**config.mk**
```make
export PLATFORM = sky130hd
export DESIGN_NAME = llc_input_arbiter_flat
export DESIGN_NICKNAME = d
export VERILOG_FILES = /design/src/rtl/llc_input_arbiter_pkg.sv /design/src/rtl/llc_input_arbiter_if.sv /design/src/rtl/llc_arb_prio_sel.sv /design/src/rtl/llc_input_arbiter.sv /design/src/flat_wrapper.sv
export SDC_FILE = /design/constraint.sdc
export NUM_CORES = 1
export LEC_CHECK = 0
export ABC_AREA = 1
export ABC_CLOCK_PERIOD_IN_PS = 1770
export CORE_MARGIN = 2
export CORE_UTILIZATION = 46
export CTS_BUF_LIST = sky130_fd_sc_hd__clkbuf_2 sky130_fd_sc_hd__clkbuf_4 sky130_fd_sc_hd__clkbuf_8
export CTS_CLUSTER_DIAMETER = 120
export DETAILED_ROUTE_END_ITERATION = 8
export GPL_ROUTABILITY_DRIVEN = 1
export GPL_TIMING_DRIVEN = 0
export PLACE_DENSITY = 0.78
export SLEW_MARGIN = 10
export SYNTH_ARGS = -nofsm -noshare
export SYNTH_HDL_FRONTEND = slang
export SYNTH_HIERARCHICAL = 1
export SYNTH_SLANG_ARGS = --single-unit
export TNS_END_PERCENT = 1
```
**constraint.sdc**
```tcl
create_clock -name clk -period 1.77 [get_ports clk]
set_input_delay 0.2655 -clock clk [delete_from_list [all_inputs] [get_ports clk]]
set_output_delay 0.2655 -clock clk [all_outputs]
set_load 0.05 [all_outputs]
```
**src/rtl/llc_input_arbiter_pkg.sv**
```systemverilog
// Shared types for the LLC input arbiter: grant encodings, channel indices and
// the default set-counter width.
package llc_input_arbiter_pkg;

  localparam int LLC_SET_BITS = 10;

  typedef enum logic [2:0] {
    GRANT_NONE    = 3'd0,
    GRANT_RSP     = 3'd1,
    GRANT_RST_TB  = 3'd2,
    GRANT_WALK    = 3'd3,
    GRANT_STALLED = 3'd4,
    GRANT_REQ     = 3'd5,
    GRANT_DMA     = 3'd6
  } llc_grant_t;

  // Eligibility/winner bit i corresponds to grant code i+1.
  localparam int NUM_CH     = 6;
  localparam int CH_RSP     = 0;
  localparam int CH_RST_TB  = 1;
  localparam int CH_WALK    = 2;
  localparam int CH_STALLED = 3;
  localparam int CH_REQ     = 4;
  localparam int CH_DMA     = 5;

  function automatic llc_grant_t onehot_to_grant(input logic [NUM_CH-1:0] win);
    llc_grant_t g;
    g = GRANT_NONE;
    for (int i = 0; i < NUM_CH; i++) begin
      if (win[i]) g = llc_grant_t'(3'(i + 1));
    end
    return g;
  endfunction

endpackage

```
**src/rtl/llc_input_arbiter_if.sv**
```systemverilog
// Channel valid/ready pairs, pass control and grant/walk status of the LLC
// input arbiter. The arbiter uses the slave modport.
interface llc_input_arbiter_if #(
  parameter int SET_BITS = llc_input_arbiter_pkg::LLC_SET_BITS
);
  import llc_input_arbiter_pkg::*;

  logic                llc_rsp_in_valid;
  logic                llc_rst_tb_valid;
  logic                llc_req_in_valid;
  logic                llc_dma_req_in_valid;
  logic                llc_rst_tb_i;
  logic                req_in_stalled_valid;
  logic                req_stall;
  logic                core_done;
  logic                llc_rsp_in_ready;
  logic                llc_rst_tb_ready;
  logic                llc_req_in_ready;
  logic                llc_dma_req_in_ready;
  llc_grant_t          grant;
  logic                grant_valid;
  logic [SET_BITS-1:0] walk_set;
  logic                walk_is_rst;
  logic                walk_active;
  logic                llc_rst_tb_done_valid;
  logic                llc_rst_tb_done_ready;

  modport master (
    output llc_rsp_in_valid, llc_rst_tb_valid, llc_req_in_valid, llc_dma_req_in_valid,
    output llc_rst_tb_i, req_in_stalled_valid, req_stall, core_done, llc_rst_tb_done_ready,
    input  llc_rsp_in_ready, llc_rst_tb_ready, llc_req_in_ready, llc_dma_req_in_ready,
    input  grant, grant_valid, walk_set, walk_is_rst, walk_active, llc_rst_tb_done_valid
  );

  modport slave (
    input  llc_rsp_in_valid, llc_rst_tb_valid, llc_req_in_valid, llc_dma_req_in_valid,
    input  llc_rst_tb_i, req_in_stalled_valid, req_stall, core_done, llc_rst_tb_done_ready,
    output llc_rsp_in_ready, llc_rst_tb_ready, llc_req_in_ready, llc_dma_req_in_ready,
    output grant, grant_valid, walk_set, walk_is_rst, walk_active, llc_rst_tb_done_valid
  );

endinterface

```
**src/rtl/llc_arb_prio_sel.sv**
```systemverilog
// Combinational priority selector: one-hot winner from the eligibility vector.
// prefer_dma lets DMA outrank REQ (starvation override or round-robin turn).
module llc_arb_prio_sel
  import llc_input_arbiter_pkg::*;
(
  input  logic [NUM_CH-1:0] elig,
  input  logic              prefer_dma,
  output logic [NUM_CH-1:0] win
);

  always_comb begin
    win = '0;
    if (elig[CH_RSP])                      win[CH_RSP]     = 1'b1;
    else if (elig[CH_RST_TB])              win[CH_RST_TB]  = 1'b1;
    else if (elig[CH_WALK])                win[CH_WALK]    = 1'b1;
    else if (elig[CH_STALLED])             win[CH_STALLED] = 1'b1;
    else if (prefer_dma && elig[CH_DMA])   win[CH_DMA]     = 1'b1;
    else if (elig[CH_REQ])                 win[CH_REQ]     = 1'b1;
    else if (elig[CH_DMA])                 win[CH_DMA]     = 1'b1;
  end

endmodule

```
**src/rtl/llc_input_arbiter.sv**
```systemverilog
// LLC input arbiter: picks one channel per DECODE->UPDATE pass, runs the
// flush/reset set walk and guards DMA from starvation. LLC_ARB_RR_EN selects
// round-robin REQ/DMA sharing instead of fixed REQ > DMA with starvation override.
module llc_input_arbiter
  import llc_input_arbiter_pkg::*;
#(
  parameter int SET_BITS   = LLC_SET_BITS,
  parameter int STARVE_MAX = 7
)(
  input logic               clk,
  input logic               rst,
  llc_input_arbiter_if.slave bus
);

  typedef enum logic [1:0] {IDLE, BUSY, DONE} state_t;

  state_t              state, state_nxt;
  llc_grant_t          grant;
  logic [SET_BITS-1:0] walk_set;
  logic                walk_active, walk_is_rst;
  logic [NUM_CH-1:0]   elig, win;
  logic                prefer_dma, arb_en, last_set;
  logic                grant_valid, done_valid;

  // Readies are gated by reset so they drop the instant reset is asserted.
  assign arb_en   = (state == IDLE) && rst;
  assign last_set = (walk_set == '1);

  always_comb begin
    elig             = '0;
    elig[CH_RSP]     = bus.llc_rsp_in_valid;
    elig[CH_RST_TB]  = bus.llc_rst_tb_valid && !walk_active;
    elig[CH_WALK]    = walk_active;
    elig[CH_STALLED] = bus.req_in_stalled_valid && !bus.req_stall;
    elig[CH_REQ]     = bus.llc_req_in_valid && !bus.req_stall && !walk_active;
    elig[CH_DMA]     = bus.llc_dma_req_in_valid && !bus.req_stall && !walk_active;
  end

  llc_arb_prio_sel u_prio_sel (
    .elig       (elig),
    .prefer_dma (prefer_dma),
    .win        (win)
  );

  always_ff @(posedge clk or negedge rst) begin
    if (!rst) state <= IDLE;
    else      state <= state_nxt;
  end

  always_comb begin
    state_nxt   = state;
    grant_valid = 1'b0;
    done_valid  = 1'b0;
    unique case (state)
      IDLE: if (arb_en && (|win)) state_nxt = BUSY;
      BUSY: begin
        grant_valid = 1'b1;
        if (bus.core_done)
          state_nxt = (grant == GRANT_WALK && last_set) ? DONE : IDLE;
      end
      DONE: begin
        done_valid = 1'b1;
        if (bus.llc_rst_tb_done_ready) state_nxt = IDLE;
      end
      default: state_nxt = IDLE;
    endcase
  end

  // Grant register and set walk; grant reads NONE outside BUSY.
  always_ff @(posedge clk or negedge rst) begin
    if (!rst) begin
      grant       <= GRANT_NONE;
      walk_set    <= '0;
      walk_active <= 1'b0;
      walk_is_rst <= 1'b0;
    end else begin
      case (state)
        IDLE: begin
          grant <= onehot_to_grant(win);
          if (win[CH_RST_TB]) begin
            walk_active <= 1'b1;
            walk_is_rst <= bus.llc_rst_tb_i;
            walk_set    <= '0;
          end
        end
        BUSY: if (bus.core_done) begin
          grant <= GRANT_NONE;
          if (grant == GRANT_RST_TB || grant == GRANT_WALK)
            walk_set <= walk_set + SET_BITS'(1);
        end
        DONE: if (bus.llc_rst_tb_done_ready) walk_active <= 1'b0;
        default: ;
      endcase
    end
  end

`ifdef LLC_ARB_RR_EN
  logic rr_ptr;

  always_ff @(posedge clk or negedge rst) begin
    if (!rst)                                     rr_ptr <= 1'b0;
    else if (arb_en && (win[CH_REQ] || win[CH_DMA])) rr_ptr <= ~rr_ptr;
  end

  assign prefer_dma = rr_ptr;
`else
  localparam logic [2:0] STARVE_LIM = 3'(STARVE_MAX);

  logic [2:0] starve_cnt;

  function automatic logic [2:0] sat_inc3(input logic [2:0] v);
    return (v == 3'h7) ? v : v + 3'd1;
  endfunction

  // Count REQ wins that left an eligible DMA waiting; any DMA win clears it.
  always_ff @(posedge clk or negedge rst) begin
    if (!rst)                                      starve_cnt <= '0;
    else if (arb_en && win[CH_DMA])                starve_cnt <= '0;
    else if (arb_en && win[CH_REQ] && elig[CH_DMA]) starve_cnt <= sat_inc3(starve_cnt);
  end

  assign prefer_dma = (starve_cnt >= STARVE_LIM);
`endif

  assign bus.llc_rsp_in_ready      = arb_en && win[CH_RSP];
  assign bus.llc_rst_tb_ready      = arb_en && win[CH_RST_TB];
  assign bus.llc_req_in_ready      = arb_en && win[CH_REQ];
  assign bus.llc_dma_req_in_ready  = arb_en && win[CH_DMA];
  assign bus.grant                 = grant;
  assign bus.grant_valid           = grant_valid;
  assign bus.walk_set              = walk_set;
  assign bus.walk_is_rst           = walk_is_rst;
  assign bus.walk_active           = walk_active;
  assign bus.llc_rst_tb_done_valid = done_valid;

endmodule

```
**src/flat_wrapper.sv**
```systemverilog
// flat-port wrapper written by rule: the top's interface ports become plain ports
module llc_input_arbiter_flat import llc_input_arbiter_pkg::*;
#(
  parameter int SET_BITS   = LLC_SET_BITS,
  parameter int STARVE_MAX = 7
)
  (clk, rst, bus_llc_rsp_in_valid, bus_llc_rst_tb_valid, bus_llc_req_in_valid, bus_llc_dma_req_in_valid, bus_llc_rst_tb_i, bus_req_in_stalled_valid, bus_req_stall, bus_core_done, bus_llc_rst_tb_done_ready, bus_llc_rsp_in_ready, bus_llc_rst_tb_ready, bus_llc_req_in_ready, bus_llc_dma_req_in_ready, bus_grant, bus_grant_valid, bus_walk_set, bus_walk_is_rst, bus_walk_active, bus_llc_rst_tb_done_valid);
  llc_input_arbiter_if #(.SET_BITS(SET_BITS)) bus_i ();
  input logic clk;
  input logic rst;
  input wire logic [$bits(bus_i.llc_rsp_in_valid)-1:0] bus_llc_rsp_in_valid;
  input wire logic [$bits(bus_i.llc_rst_tb_valid)-1:0] bus_llc_rst_tb_valid;
  input wire logic [$bits(bus_i.llc_req_in_valid)-1:0] bus_llc_req_in_valid;
  input wire logic [$bits(bus_i.llc_dma_req_in_valid)-1:0] bus_llc_dma_req_in_valid;
  input wire logic [$bits(bus_i.llc_rst_tb_i)-1:0] bus_llc_rst_tb_i;
  input wire logic [$bits(bus_i.req_in_stalled_valid)-1:0] bus_req_in_stalled_valid;
  input wire logic [$bits(bus_i.req_stall)-1:0] bus_req_stall;
  input wire logic [$bits(bus_i.core_done)-1:0] bus_core_done;
  input wire logic [$bits(bus_i.llc_rst_tb_done_ready)-1:0] bus_llc_rst_tb_done_ready;
  output wire logic [$bits(bus_i.llc_rsp_in_ready)-1:0] bus_llc_rsp_in_ready;
  output wire logic [$bits(bus_i.llc_rst_tb_ready)-1:0] bus_llc_rst_tb_ready;
  output wire logic [$bits(bus_i.llc_req_in_ready)-1:0] bus_llc_req_in_ready;
  output wire logic [$bits(bus_i.llc_dma_req_in_ready)-1:0] bus_llc_dma_req_in_ready;
  output wire logic [$bits(bus_i.grant)-1:0] bus_grant;
  output wire logic [$bits(bus_i.grant_valid)-1:0] bus_grant_valid;
  output wire logic [$bits(bus_i.walk_set)-1:0] bus_walk_set;
  output wire logic [$bits(bus_i.walk_is_rst)-1:0] bus_walk_is_rst;
  output wire logic [$bits(bus_i.walk_active)-1:0] bus_walk_active;
  output wire logic [$bits(bus_i.llc_rst_tb_done_valid)-1:0] bus_llc_rst_tb_done_valid;
  assign bus_i.llc_rsp_in_valid = bus_llc_rsp_in_valid;
  assign bus_i.llc_rst_tb_valid = bus_llc_rst_tb_valid;
  assign bus_i.llc_req_in_valid = bus_llc_req_in_valid;
  assign bus_i.llc_dma_req_in_valid = bus_llc_dma_req_in_valid;
  assign bus_i.llc_rst_tb_i = bus_llc_rst_tb_i;
  assign bus_i.req_in_stalled_valid = bus_req_in_stalled_valid;
  assign bus_i.req_stall = bus_req_stall;
  assign bus_i.core_done = bus_core_done;
  assign bus_i.llc_rst_tb_done_ready = bus_llc_rst_tb_done_ready;
  assign bus_llc_rsp_in_ready = bus_i.llc_rsp_in_ready;
  assign bus_llc_rst_tb_ready = bus_i.llc_rst_tb_ready;
  assign bus_llc_req_in_ready = bus_i.llc_req_in_ready;
  assign bus_llc_dma_req_in_ready = bus_i.llc_dma_req_in_ready;
  assign bus_grant = bus_i.grant;
  assign bus_grant_valid = bus_i.grant_valid;
  assign bus_walk_set = bus_i.walk_set;
  assign bus_walk_is_rst = bus_i.walk_is_rst;
  assign bus_walk_active = bus_i.walk_active;
  assign bus_llc_rst_tb_done_valid = bus_i.llc_rst_tb_done_valid;
  llc_input_arbiter #(.SET_BITS(SET_BITS), .STARVE_MAX(STARVE_MAX)) u_core (.clk(clk), .rst(rst), .bus(bus_i));
endmodule
```
Word level (Yosys, flattened, before mapping). Index checks and enable logic that the tools add are counted.

RAM bits: 0. Flip-flop bits (word level): 20. Word-level logic and storage cells: 88. Output and inout port bits: 21. Bits in latches: 0. Memories kept: 0. Bits of input ports: 11. ROM bits: 0.

Div/mod/pow operators: 0. Multipliers: 0. Bitwise operators: 0. Add/subtract/negate cells: 2. $lt $le $gt $ge: 1. Reduce and logical (&&, ||, !) cells: 29. Multiplexer cells: 38. Equal/unequal tests: 12. Shifts and indexed selects: 0.

Operators with widths (number): 10-bit two-way mux (3); 3-bit two-way mux (8); 10-bit case mux with 2 select lines (1); 1-bit logical AND (15); 1-bit two-way mux (14); 2-bit two-way mux (7); 10-bit by 1-bit adder with 10-bit output, second input constant (1); 10-bit == test, second input constant (1); 2-bit != test, second input constant (4); 3-bit by 2-bit == test with 1-bit output, second input constant (2); 2-bit case mux with 3 select lines (1); 3-bit case mux with 2 select lines (1); 2-bit AND reduction (3); 3-bit AND reduction (2); 2-bit nonzero test (3); 6-bit OR reduction (1); 5-bit two-way mux (1); 4-bit two-way mux (1); 2-bit by 1-bit != test with 1-bit output, second input constant (2); 4-bit AND reduction (1); 3-bit by 1-bit adder with 3-bit output, second input constant (1); 3-bit == test, second input constant (1); 3-bit greater-or-equal comparator, second input constant (1); 2-bit by 1-bit == test with 1-bit output, second input constant (1); 5 further kinds (6).

Logic depth before layout (Yosys ltp).
Depth after elaboration: 16. Depth in mapped cells: 13. Mapped depth without buffers: 13.

Cells and area by module. The synthesis kept the hierarchy.

Modules (own cells, without submodules): llc_input_arbiter (cells an instance 173, times used 1, seq. area each 500.5 sq um, area each 1273.7 sq um); llc_arb_prio_sel (cells an instance 16, times used 1, seq. area each 0.0 sq um, area each 67.6 sq um).

Least setup slack after synthesis. No wires, ideal clock.

Path kind: reg-to-output. Start point: register u_core.walk_active, in the netlist u_core/bus.walk_active. End point: output port bus_llc_rst_tb_ready. Required time: 1.505 ns. Arrival time: 1.799 ns. Cell stages (with the launch flop): 6. Setup slack: -0.295 ns. Path buffers: 0. Path through: dfrtp_1 nor2_1 inv_1 nor2_1 nand2_1 nor2_1.

Longest elaborated chain between the ends: 5.

Ends and longest elaborated chain: start: declaration (RTL line llc_input_arbiter.sv:20) `logic walk_active, walk_is_rst;`; start signal: assignment (RTL line llc_input_arbiter.sv:74) `walk_active <= 1'b0;`; start signal: assignment (RTL line llc_input_arbiter.sv:81) `walk_active <= 1'b1;`; start signal: assignment (RTL line llc_input_arbiter.sv:91) `DONE: if (bus.llc_rst_tb_done_ready) walk_active <= 1'b0;`; 1-bit zero test (RTL line llc_input_arbiter.sv:32) `elig[CH_RST_TB] = bus.llc_rst_tb_valid && !walk_active;`; 1-bit logical AND (RTL line llc_input_arbiter.sv:32); via u_core.elig[1] (RTL line llc_input_arbiter.sv:21) `logic [NUM_CH-1:0] elig, win;`; 1-bit two-way mux (RTL line llc_arb_prio_sel.sv:14) `else if (elig[CH_RST_TB]) win[CH_RST_TB] = 1'b1;`; 5-bit two-way mux (RTL line llc_arb_prio_sel.sv:13) `if (elig[CH_RSP]) win[CH_RSP] = 1'b1;`; via u_core.win[1] (RTL line llc_input_arbiter.sv:21); 1-bit logical AND (RTL line llc_input_arbiter.sv:126) `assign bus.llc_rst_tb_ready = arb_en && win[CH_RST_TB];`; end: declaration (RTL line flat_wrapper.sv:21) `output wire logic [$bits(bus_i.llc_rst_tb_ready)-1:0] bus_llc_rst_tb_ready;`.

The timed path passes the listed nets, and every way through them passes these cells.

Final worst setup path.
Start point: register u_core.starve_cnt[0]. End point: output port bus_llc_req_in_ready.

Longest elaborated chain between the ends: 8.

Ends and longest elaborated chain: start: declaration (RTL line llc_input_arbiter.sv:109) `logic [2:0] starve_cnt;`; start signal: assignment (RTL line llc_input_arbiter.sv:119) `else if (arb_en && win[CH_REQ] && elig[CH_DMA]) starve_cnt <= sat_inc3(starve_cnt);`; 3-bit greater-or-equal comparator (RTL line llc_input_arbiter.sv:122) `assign prefer_dma = (starve_cnt >= STARVE_LIM);`; via u_core.prefer_dma (RTL line llc_input_arbiter.sv:22) `logic prefer_dma, arb_en, last_set;`; 1-bit logical AND (RTL line llc_arb_prio_sel.sv:17) `else if (prefer_dma && elig[CH_DMA]) win[CH_DMA] = 1'b1;`; 1-bit two-way mux (RTL line llc_arb_prio_sel.sv:17); 2-bit two-way mux (RTL line llc_arb_prio_sel.sv:16) `else if (elig[CH_STALLED]) win[CH_STALLED] = 1'b1;`; 3-bit two-way mux (RTL line llc_arb_prio_sel.sv:15) `else if (elig[CH_WALK]) win[CH_WALK] = 1'b1;`; 4-bit two-way mux (RTL line llc_arb_prio_sel.sv:14); 5-bit two-way mux (RTL line llc_arb_prio_sel.sv:13); via u_core.win[4] (RTL line llc_input_arbiter.sv:21); 1-bit logical AND (RTL line llc_input_arbiter.sv:127) `assign bus.llc_req_in_ready = arb_en && win[CH_REQ];`; end: declaration (RTL line flat_wrapper.sv:22) `output wire logic [$bits(bus_i.llc_req_in_ready)-1:0] bus_llc_req_in_ready;`.

The timed path passes the listed nets, and every way through them passes these cells.

==> impl_results.md <==
- Outcome: finished, violations left
- Violations in the final reports: negative setup slack
- Post-layout worst setup margin: -201 ps
- Routed via count divided by cell count: 5.09
- Proportion of synthesized chip area in sequential cells: 37.3%
- CP endpoint kind: output pin
- Via total after detailed routing: 1338
- Flops & latches, synth: 20
- Endpoint of the worst register-to-register path: u_core/state[1]
- Initial Util: 48.6%
- Slowest cell delay on critical path: 400 ps
- CTS root buffer: clkbuf_4
- Dpl hpwl: 2.16 mm
- Worst-Skew Late Latency: 300 ps
- Classification of the worst-slack hold path: input port to asynchronous set/reset pin
- Final net count: 247
- Final critical-path required period: 1970 ps
- Max IR drop VDD: 1050 uV
- Count of input and output buffers: 31
- Routability-driven placement congestion ratio: 0.827
- Setup-violating endpoint count in the final report: 6
- Number of cells traversed by the worst register-to-register path: 15
- Residual antenna-violating net count after detailed routing: 0
- Setup repair after global routing missed its margin: yes
- Fill cell instance count of the final layout: 260
- Number of CTS-inserted buffers: 3
- Buffers and inverters on the worst path: 3
- Drt total wl: 3.03 mm
- Global router's overall resource usage: 17.6%
- Max-slew violations: 0
- Detailed Routing Iterations Pass 1: 4
- Setup skew after layout: 5.69 ps
- Total of hold buffers inserted after clock tree synthesis: 0
- Asr flop ratio synth: 100%
- Post-synth top cells: nand2_1 (56), inv_1 (28), dfrtp_1 (20), nor2_1 (20), nand3_1 (14)
- Prevailing post-synth register cell: dfrtp_1
- Die Y-Extent: 58 um
- Flop2flop setup slack: -70 ps
- Count of flip-flops with a built-in enable after synthesis: 0
- Antenna violations before repair: 0
- Mapped Cells: 189
- Power per unit of standard cell area: 1130 nW/um2
- Portion of the clock cycle consumed by the worst path in the final layout: 111%
- Post-detailed-route DRC marker count: 0
- Rel. slew slack: 62.6%
- Number of global-route vias before repair: 1114
- Top area cells in the synthesized netlist: dfrtp_1 (37%), nand2_1 (16%), inv_1 (7.8%), nor2_1 (5.6%), nand3_1 (5.2%)
- Overflow left after global routing: 0
- Per-instance average area after synthesis: 7.10 um2
- Yosys warning count: 6
- Fraction of final layout cells with drive strength greater than 1: 24.1%
- Share of the core filled with cells in the final layout: 66.1%
- Clk sinks: 20
- Crit path DAT: 1710 ps
- Max Clock Freq: 0.507 GHz
- H-tree depth reported by CTS: 1
- Largest area contributor in the netlist: dfrtp_1
- Cell with the most instances after synthesis: nand2_1
- Worst slack, placed: -1430 ps
- Placement Rows: 19
- Share of Yosys cell area claimed by the top area cell type: 37.3%
- Netlist area before placement: 1340 um2
- Startpoint Class: flip-flop
- R2R Path Start: u_core/starve_cnt[0]
- Slew at the pin closest to its max-slew limit: 561 ps
- Leakage: 0.931 nW
- Number of placed instances, taps included: 251
- Average wire per cell in the routed design: 11.5 um
- Initial DRC Count: 22
- Clock-pin slew on the worst setup and hold paths: 110 ps
- Worst Path Max Fanout: 3
- Die area: 3360 um2
- Maximum Capacitance Violations: 0
- Netlist cell types: 27
- Cell chain of the critical path: ha_2, ha_4, inv_2, nand2_2, nand2_2, nand2_2, nor2_4, nand2_2, inv_2, buf_8
- CTS tree: yes
- Crit-path leading delay family: flip-flops
- Syn nets: 203
- Critical path class: flip-flop to output pin
- Total count of hold-check failures in the final report: 0
- Global-route wire length before repair: 4.62 mm
- Area of the placeable core: 2760 um2
- Slowest cell on the critical path: dfrtp_1
- CP required: 1500 ps
- IO Pins: 32
- P&R area growth vs syn: 35.9%
- Horizontal die dimension: 58 um
- N_diodes: 0
- Largest net degree at the start of global routing: 24
- CTS Buffer Depth: 2
- Library cell appearing most often on the critical path: nand2_2
- Final instance count without filler cells: 263
- Final TNS setup: -637 ps
==> cell type report <==
class	instances	area, um2	area share (%)
plain buffers	3	30.0	1.65
well taps	31	38.8	2.13
clock buffers	4	36.3	1.99
repair buffers	39	343	18.8
multi-input cells	136	759	41.7
inverters	30	113	6.18
flip-flops and latches	20	503	27.6
==> cell families (layout without fill, tap and decap cells) <==
group / after synthesis / count (layout) / share of synthesized area [%]
AND/OR/NAND/NOR: 110 / 110 / 38.2
buffers and inverters: 33 / 76 / 10.6
AO/OA/AOI/OAI: 21 / 21 / 9.51
flip-flops: 20 / 20 / 37.3
adder cells (fa/ha/maj): 3 / 3 / 2.80
XOR/XNOR: 1 / 1 / 0.653
multiplexers: 1 / 1 / 0.839
==> per-stage QoR <==
step	total power, mW	area, um2	hold slack [ps]
after floorplan	1.49	1350	-30.1
after global placement	1.83	1700	504
after detailed placement	1.84	1700	495
after CTS	2.06	1790	39.5
after global routing	2.19	1820	60.4
final	2.06	1820	31.2
==> worst max path at each step <==
stage / to / startpoint / slack, ps / cells after the start
global placement: bus_llc_dma_req_in_ready / rst / -1430 / 6
CTS: bus_llc_req_in_ready / u_core/starve_cnt[1] / -220 / 10
floorplan: bus_llc_dma_req_in_ready / u_core/bus.walk_active / -70 / 6
finish: bus_llc_req_in_ready / u_core/starve_cnt[0] / -200 / 10
global route: bus_llc_req_in_ready / u_core/starve_cnt[0] / -320 / 10
detailed placement: bus_llc_dma_req_in_ready / rst / -1430 / 6
==> placed cells by master, fill, tap and decap left out, types with 2 or more instances in the layout <==
master	synthesis	layout
nand4_1	7	7
o21bai_1	2	2
buf_2	0	3
a21oi_1	5	3
o21ai_0	8	5
nand3_1	14	13
a21oi_2	0	2
buf_6	2	3
inv_1	28	24
nor2_1	20	16
o21ai_1	3	5
clkbuf_4	0	3
nand3_2	1	2
clkdlybuf4s50_1	0	10
nand2_1	56	52
dfrtp_1	20	18
inv_2	2	6
buf_4	1	10
nand2_2	2	6
dlygate4sd2_1	0	14
dfrtp_2	0	2
nor2_2	0	2
nor2_4	5	7
==> routing by layer <==
layer / up-vias / share of wire [%] / global-route usage, %
met1: 615 / 46 / 21.6
met3: 2 / 3.7 / 4.02
met2: 28 / 49 / 31.8
met5: - / 0 / 0
met4: 0 / 0.63 / 2.99
li1: 693 / - / -
==> flip-flops by register name (all words and copies together), names as in the netlist <==
| register | cells |
|---|---|
| u_core/bus.walk_is_rst | 1 |
| u_core/bus.walk_set | 10 |
| u_core/starve_cnt | 3 |
| u_core/bus.grant | 3 |
| u_core/bus.walk_active | 1 |
| u_core/state | 2 |
==> power breakdown <==
group	switching [mW]	total [mW]	internal, mW
combinational	0.781	1.12	0.334
sequential	0.126	0.680	0.554
clock	0.138	0.263	0.125
total	1.04	2.06	1.01
==> repair_timing <==
item,CTS,global route
resized for setup,63,14
buffers inserted,5,3
setup endpoints to repair,25,19
pin swaps,6,2
No activity file was read; power rests on OpenSTA's default activity.
==> edit 1 (same flow settings) <==
The option `LLC_ARB_RR_EN` is turned on by a define.
--- a/src/rtl/llc_input_arbiter.sv
+++ b/src/rtl/llc_input_arbiter.sv
@@ -1,6 +1,8 @@
 // LLC input arbiter: picks one channel per DECODE->UPDATE pass, runs the
 // flush/reset set walk and guards DMA from starvation. LLC_ARB_RR_EN selects
 // round-robin REQ/DMA sharing instead of fixed REQ > DMA with starvation override.
+`define LLC_ARB_RR_EN
+
 module llc_input_arbiter
   import llc_input_arbiter_pkg::*;
 #(
Behaviour: not the same (a bounded check fails within 4 cycles, from zero or initial values and one cycle with rst low).
==> edit 1 against the unedited design <==
- utilization is 0.48 points lower
- global-route usage grew 2.6 points
- cell area fell by 9.2%
- sequential cell count down 2
- sequential share of layout area is 0.23 points lower
- via count decreased by 4.8%
- routed wire length down 0.40%
- the run still ends with setup timing left
- area after synthesis is 7.4% lower
- power shrank 0.27%
- clock power down 12%
- hold slack better by 0.37 ns
- setup slack improved by 0.14 ns
==> edit 1: results (changes against the unedited design) <==
metric,value,unit,change
antenna_found_initial,0,,unchanged
min_path_cells,5,,
seq_area_frac_synth,36.3,%,-1.1 points
drtIter0Drc,46,,+110%
crit_slowest_cell,dfrtp_2,,
vias,1274,,-4.8%
worst_slew_pin_slew,0.811,ns,+0.250 ns
hold_slack,0.398,ns,+0.367 ns
biggestRegsByFlops,"u_core/bus.walk_set: 10 flops, u_core/bus.grant: 3 flops, u_core/state: 2 flops",,
grt_pass1_vias,1202,,+7.9%
ys_types,28,,+3.7%
path_max_fanout,7,,+4
dp_hpwl,2280,µm,+5.8%
holdCritStartpoint,rst,,
clk_latency,0.29,ns,
pre_cts_ws,-1.30,ns,+0.131 ns
setup_violations,4,,-2
cp_top_family,simple AND/OR/NAND/NOR gates,,
skew,0.00565,ns,-0.0000347 ns
ys_top_cells_by_count,"39 x nand2_1, 28 x inv_1, 20 x nor2_1, 18 x dfrtp_1, 14 x nand3_1",,
io_buffers,31,,unchanged
post_dp_cell_area,0.00160,mm²,-5.5%
clockRootBuffer,clkbuf_4,,
async_reset_ff_share,100,%,unchanged
track_usage,20.2,%,+2.6 points
grt_max_degree,21,,-13%
wl_per_cell,12.4,µm,+7.4%
place.gp.congestion,0.840,,+1.6%
grt_pass1_wl,5100,µm,+10%
crit_start,u_core/bus.walk_active$_DFFE_PN0P_,,
fin_tns_setup,-0.144,ns,+0.493 ns
ir_drop,0.000972,V,-7.3%
cts_buffers,3,,unchanged
syn_nets,189,,-6.9%
p_leak,0.000832,µW,-11%
hold_class,in -> reg,,
num-fill-cells,234,,-10%
critical_path_arrival,1.57,ns,-0.14 ns
path_clk_slew,0.10,ns,
worst_slack,-0.0613,ns,+0.140 ns
r2r_cells,11,,-4
r2r-end,u_core/state[0]$_DFFE_PN0P_,,
synth.area.top_cells,"dfrtp_1 36%, nand2_1 12%, inv_1 8.5%, nor2_1 6.0%, nand3_1 5.6%",,
dr.pass1.iters,4,,unchanged
violations,setup timing,,
status,"finished, violations left",,
final_net_count,227,,-8.1%
finalHoldViolCount,0,,unchanged
rrSetupSlack,0.04,ns,+0.11 ns
drive_gt1_share,22.9,%,-1.2 points
slowest_delay,0.47,ns,+0.07 ns
==> edit 1: how the worst max path moves through the flow <==
stage                                to  cells past startpoint
2_1_floorplan      bus_llc_req_in_ready                      5
3_3_place_gp       bus_llc_rsp_in_ready                      6
3_5_place_dp       bus_llc_rsp_in_ready                      6
4_1_cts        bus_llc_dma_req_in_ready                      6
5_1_grt        bus_llc_dma_req_in_ready                      6
6_report           bus_llc_rst_tb_ready                      6
==> edit 1: area by class of cell <==
cell class	count	area, µm²	area share (%)
repair buffers	33	308	18.6
flip-flops and latches	18	453	27.4
well taps	30	37.5	2.27
inverters	31	116	7.03
clock buffers	4	30.0	1.81
multi-input cells	125	681	41.1
plain buffers	3	30.0	1.81
==> edit 1: repair_timing <==
item                                    4_1_cts  5_1_grt
setup buffers                                 1        0
resized for setup                            61        5
endpoints found under the setup margin       23        8
hold buffers                                  0        1
pin swaps                                     5        1
hold endpoints to repair                      0       18
==> edit 1: tightest hold or removal path, stage by stage <==
cell and delay [ns]:
buf_2 0.11, a21oi_1 0.07, nand2_1 0.08, nand3_1 0.06, o21ai_0 0.07
==> edit 1: metrics by stage <==
stage,instances,total power (µW)
floorplan,177,1500
global placement,238,1840
detailed placement,238,1870
CTS,243,2070
global route,244,2190
finish,244,2050
==> edit 1: routing by layer <==
| layer | GRT usage [%] | up-vias | part of all wire (%) |
|---|---|---|---|
| li1 | - | 639 | - |
| met1 | 27.9 | 597 | 46 |
| met2 | 32.3 | 36 | 48 |
| met3 | 3.02 | 2 | 5.9 |
| met4 | 6.80 | 0 | 0.33 |
| met5 | 0 | - | 0 |
==> edit 1: kinds of logic after synthesis <==
family                     after synthesis  share of synthesized area [%]
buffers and inverters                   34                           11.8
adders and majority gates                1                           1.01
DFF                                     18                           36.3
and+or+nand+nor                         97                           37.1
AOI/OAI and AO/OA                       24                           11.6
xor gates and xnor gates                 2                           1.41
muxes                                    1                          0.906
==> edit 1: report_power, final <==
| part | total, µW | switching (µW) | internal (µW) |
|---|---|---|---|
| clock network | 231 | 128 | 103 |
| logic | 1170 | 822 | 349 |
| registers | 650 | 132 | 518 |
==> edit 2 (same flow settings) <==
Made on the original files. Re-encode `state_t` (3 states) as one-hot, 3 bits wide.
--- a/src/rtl/llc_input_arbiter.sv
+++ b/src/rtl/llc_input_arbiter.sv
@@ -12,7 +12,7 @@
   llc_input_arbiter_if.slave bus
 );
 
-  typedef enum logic [1:0] {IDLE, BUSY, DONE} state_t;
+  typedef enum logic [2:0] {IDLE = 3'b001, BUSY = 3'b010, DONE = 3'b100} state_t;
 
   state_t              state, state_nxt;
   llc_grant_t          grant;
Behaviour: same outputs for any inputs over 10 cycles, from zero or initial values and one cycle with rst low; not proved beyond that.
==> edit 2 against the unedited design <==
- the flow still finishes with violations (setup timing)
- sequential share of layout area up 0.96 points
- routed wire length up 0.69%
- register-to-register slack got worse by 0.03 ns
- power fell by 6.8%
- combinational power is 8% lower
- die area is 1.5% higher
- synthesized cell count is 3.2% higher
- sequential cell count increased by 1
- global-route usage is 2.3 points higher
- setup slack lost 0.11 ns
- cell area grew 1.4%
- clock power down 10%
- count of clock-buffer cells in the layout decreased by 1
- area after synthesis rose by 1.6%
- critical endpoint unchanged
==> edit 2: results (changes against the unedited design) <==
metric,value,unit,change
largest_register_ffs,10,,unchanged
cts-resized-gates,54,,-14%
status,"finished, violations left",,
worst_slew_pin_slew,0.576,ns,+0.0145 ns
post_dp_cell_area,0.00173,mm²,+1.6%
ir_drop,0.000927,V,-12%
setup_violations,9,,+3
dr.pass1.iters,4,,unchanged
grt_pass1_wl,5260,µm,+14%
ys_warn_count,6,,unchanged
cts_buffers,3,,unchanged
place.gp.congestion,0.896,,+8.3%
drtIter0Drc,63,,+190%
ys_types,28,,+3.7%
seq_area_frac_synth,38.7,%,+1.3 points
violations,setup timing,,
wl_per_cell,11.4,µm,-1.2%
critical_path_arrival,1.82,ns,+0.11 ns
track_usage,20.0,%,+2.3 points
cts_setup_buffers,7,,+2
p_leak,0.00102,µW,+9.7%
h-tree-depth,1,,unchanged
grt_max_degree,26,,+8.3%
slowest_delay,0.42,ns,+0.02 ns
syn_nets,209,,+3.0%
grt_pass1_vias,1214,,+9.0%
ys.flop_type,dfrtp_1,,
viasPerCell,4.95,,-2.7%
synth.area.top_cells,"dfrtp_1 37%, nand2_1 16%, nor2_1 8.0%, inv_1 7.4%, nand3_1 6.2%",,
path_max_fanout,2,,-1
dp_hpwl,2200,µm,+2.2%
crit_slowest_cell,dfrtp_1,,
cp_top_family,flip-flops,,
skew,0.00574,ns,+0.0000542 ns
clk_latency,0.31,ns,
worst_slack,-0.316,ns,-0.115 ns
final_net_count,252,,+2.0%
ys_top_cells_by_count,"58 x nand2_1, 29 x nor2_1, 27 x inv_1, 20 x dfrtp_1, 17 x nand3_1",,
drive_gt1_share,20.3,%,-3.9 points
==> edit 2: cell count changes after synthesis, moves of 2 or more <==
cell,change
a21oi_1,-3
nand2_1,+2
nand3_1,+3
nand4_1,-5
nor2_1,+9
nor2_4,-4
o21ai_0,-2
o21ai_2,+2
o21bai_1,-2
xor2_1,+4
==> edit 2: routing by layer <==
metal | wire length, µm | vias to the layer above | global-route usage, % | share of wire (%)
met5 | 0 | - | 0 | 0
met2 | 1400 | 27 | 30.5 | 46
li1 | - | 696 | - | -
met3 | 134 | 4 | 5.27 | 4.4
met4 | 29 | 0 | 6.64 | 0.95
met1 | 1490 | 599 | 27.4 | 49
==> edit 2: cell type report <==
type | instances | area [µm²]
Fill cell | 242 | 932
Multi-Input combinational cell | 142 | 758
Sequential cell | 21 | 528
Timing Repair Buffer | 38 | 358
Inverter | 29 | 109
Tap cell | 31 | 38.8
Buffer | 3 | 30.0
Clock buffer | 3 | 22.5
Clock inverter | 1 | 5.00
==> edit 2: path summary, 6_finish.rpt <==
path	slack (ns)	end	cells after the start	startpoint
worst max-delay path	-0.32	bus_llc_req_in_ready	9	u_core/starve_cnt[0]$_DFFE_PN0P_
worst min-delay path	0.02	u_core/bus.walk_set[1]$_DFFE_PN0P_	1	rst
worst max register to register	-0.10	u_core/state[1]$_DFFE_PN0P_	12	u_core/starve_cnt[0]$_DFFE_PN0P_
worst min register to register	0.52	u_core/bus.walk_is_rst$_DFFE_PN0P_	1	u_core/bus.walk_is_rst$_DFFE_PN0P_
max in group asynchronous	1.34	u_core/bus.walk_active$_DFFE_PN0P_	1	rst
min in group clk	0.52	u_core/bus.walk_is_rst$_DFFE_PN0P_	1	u_core/bus.walk_is_rst$_DFFE_PN0P_
==> edit 2: cell families (layout without fill, tap and decap cells) <==
family,count (synthesis),in the layout,synth area share (%)
AOI/OAI and AO/OA,15,15,6.43
buffers and inverters,32,74,10.2
xor gates and xnor gates,5,5,3.21
and+or+nand+nor,118,118,37.9
adders and majority gates,3,3,2.76
DFF,21,21,38.7
muxes,1,1,0.826
==> edit 2: report_power, final <==
| part | total, µW | internal [µW] | leakage [µW] | switching [µW] |
|---|---|---|---|---|
| combinational | 1030 | 319 | 0.000725 | 706 |
| clock | 236 | 84.5 | 0.0000177 | 152 |
| sequential | 657 | 571 | 0.000278 | 86.2 |
==> edit 2: stage by stage <==
stage | TNS (ns) | setup slack [ns] | power (µW) | std cells | hold WS, ns
after global routing | -2.35 | -0.407 | 2050 | 268 | 0.0732
final | -1.06 | -0.316 | 1920 | 268 | 0.0203
after floorplan | -0.266 | -0.0794 | 1390 | 195 | -0.0301
after detailed placement | -8.32 | -1.34 | 1680 | 257 | 0.496
after CTS | -1.35 | -0.366 | 1910 | 268 | 0.0384
after global placement | -7.83 | -1.34 | 1670 | 257 | 0.493
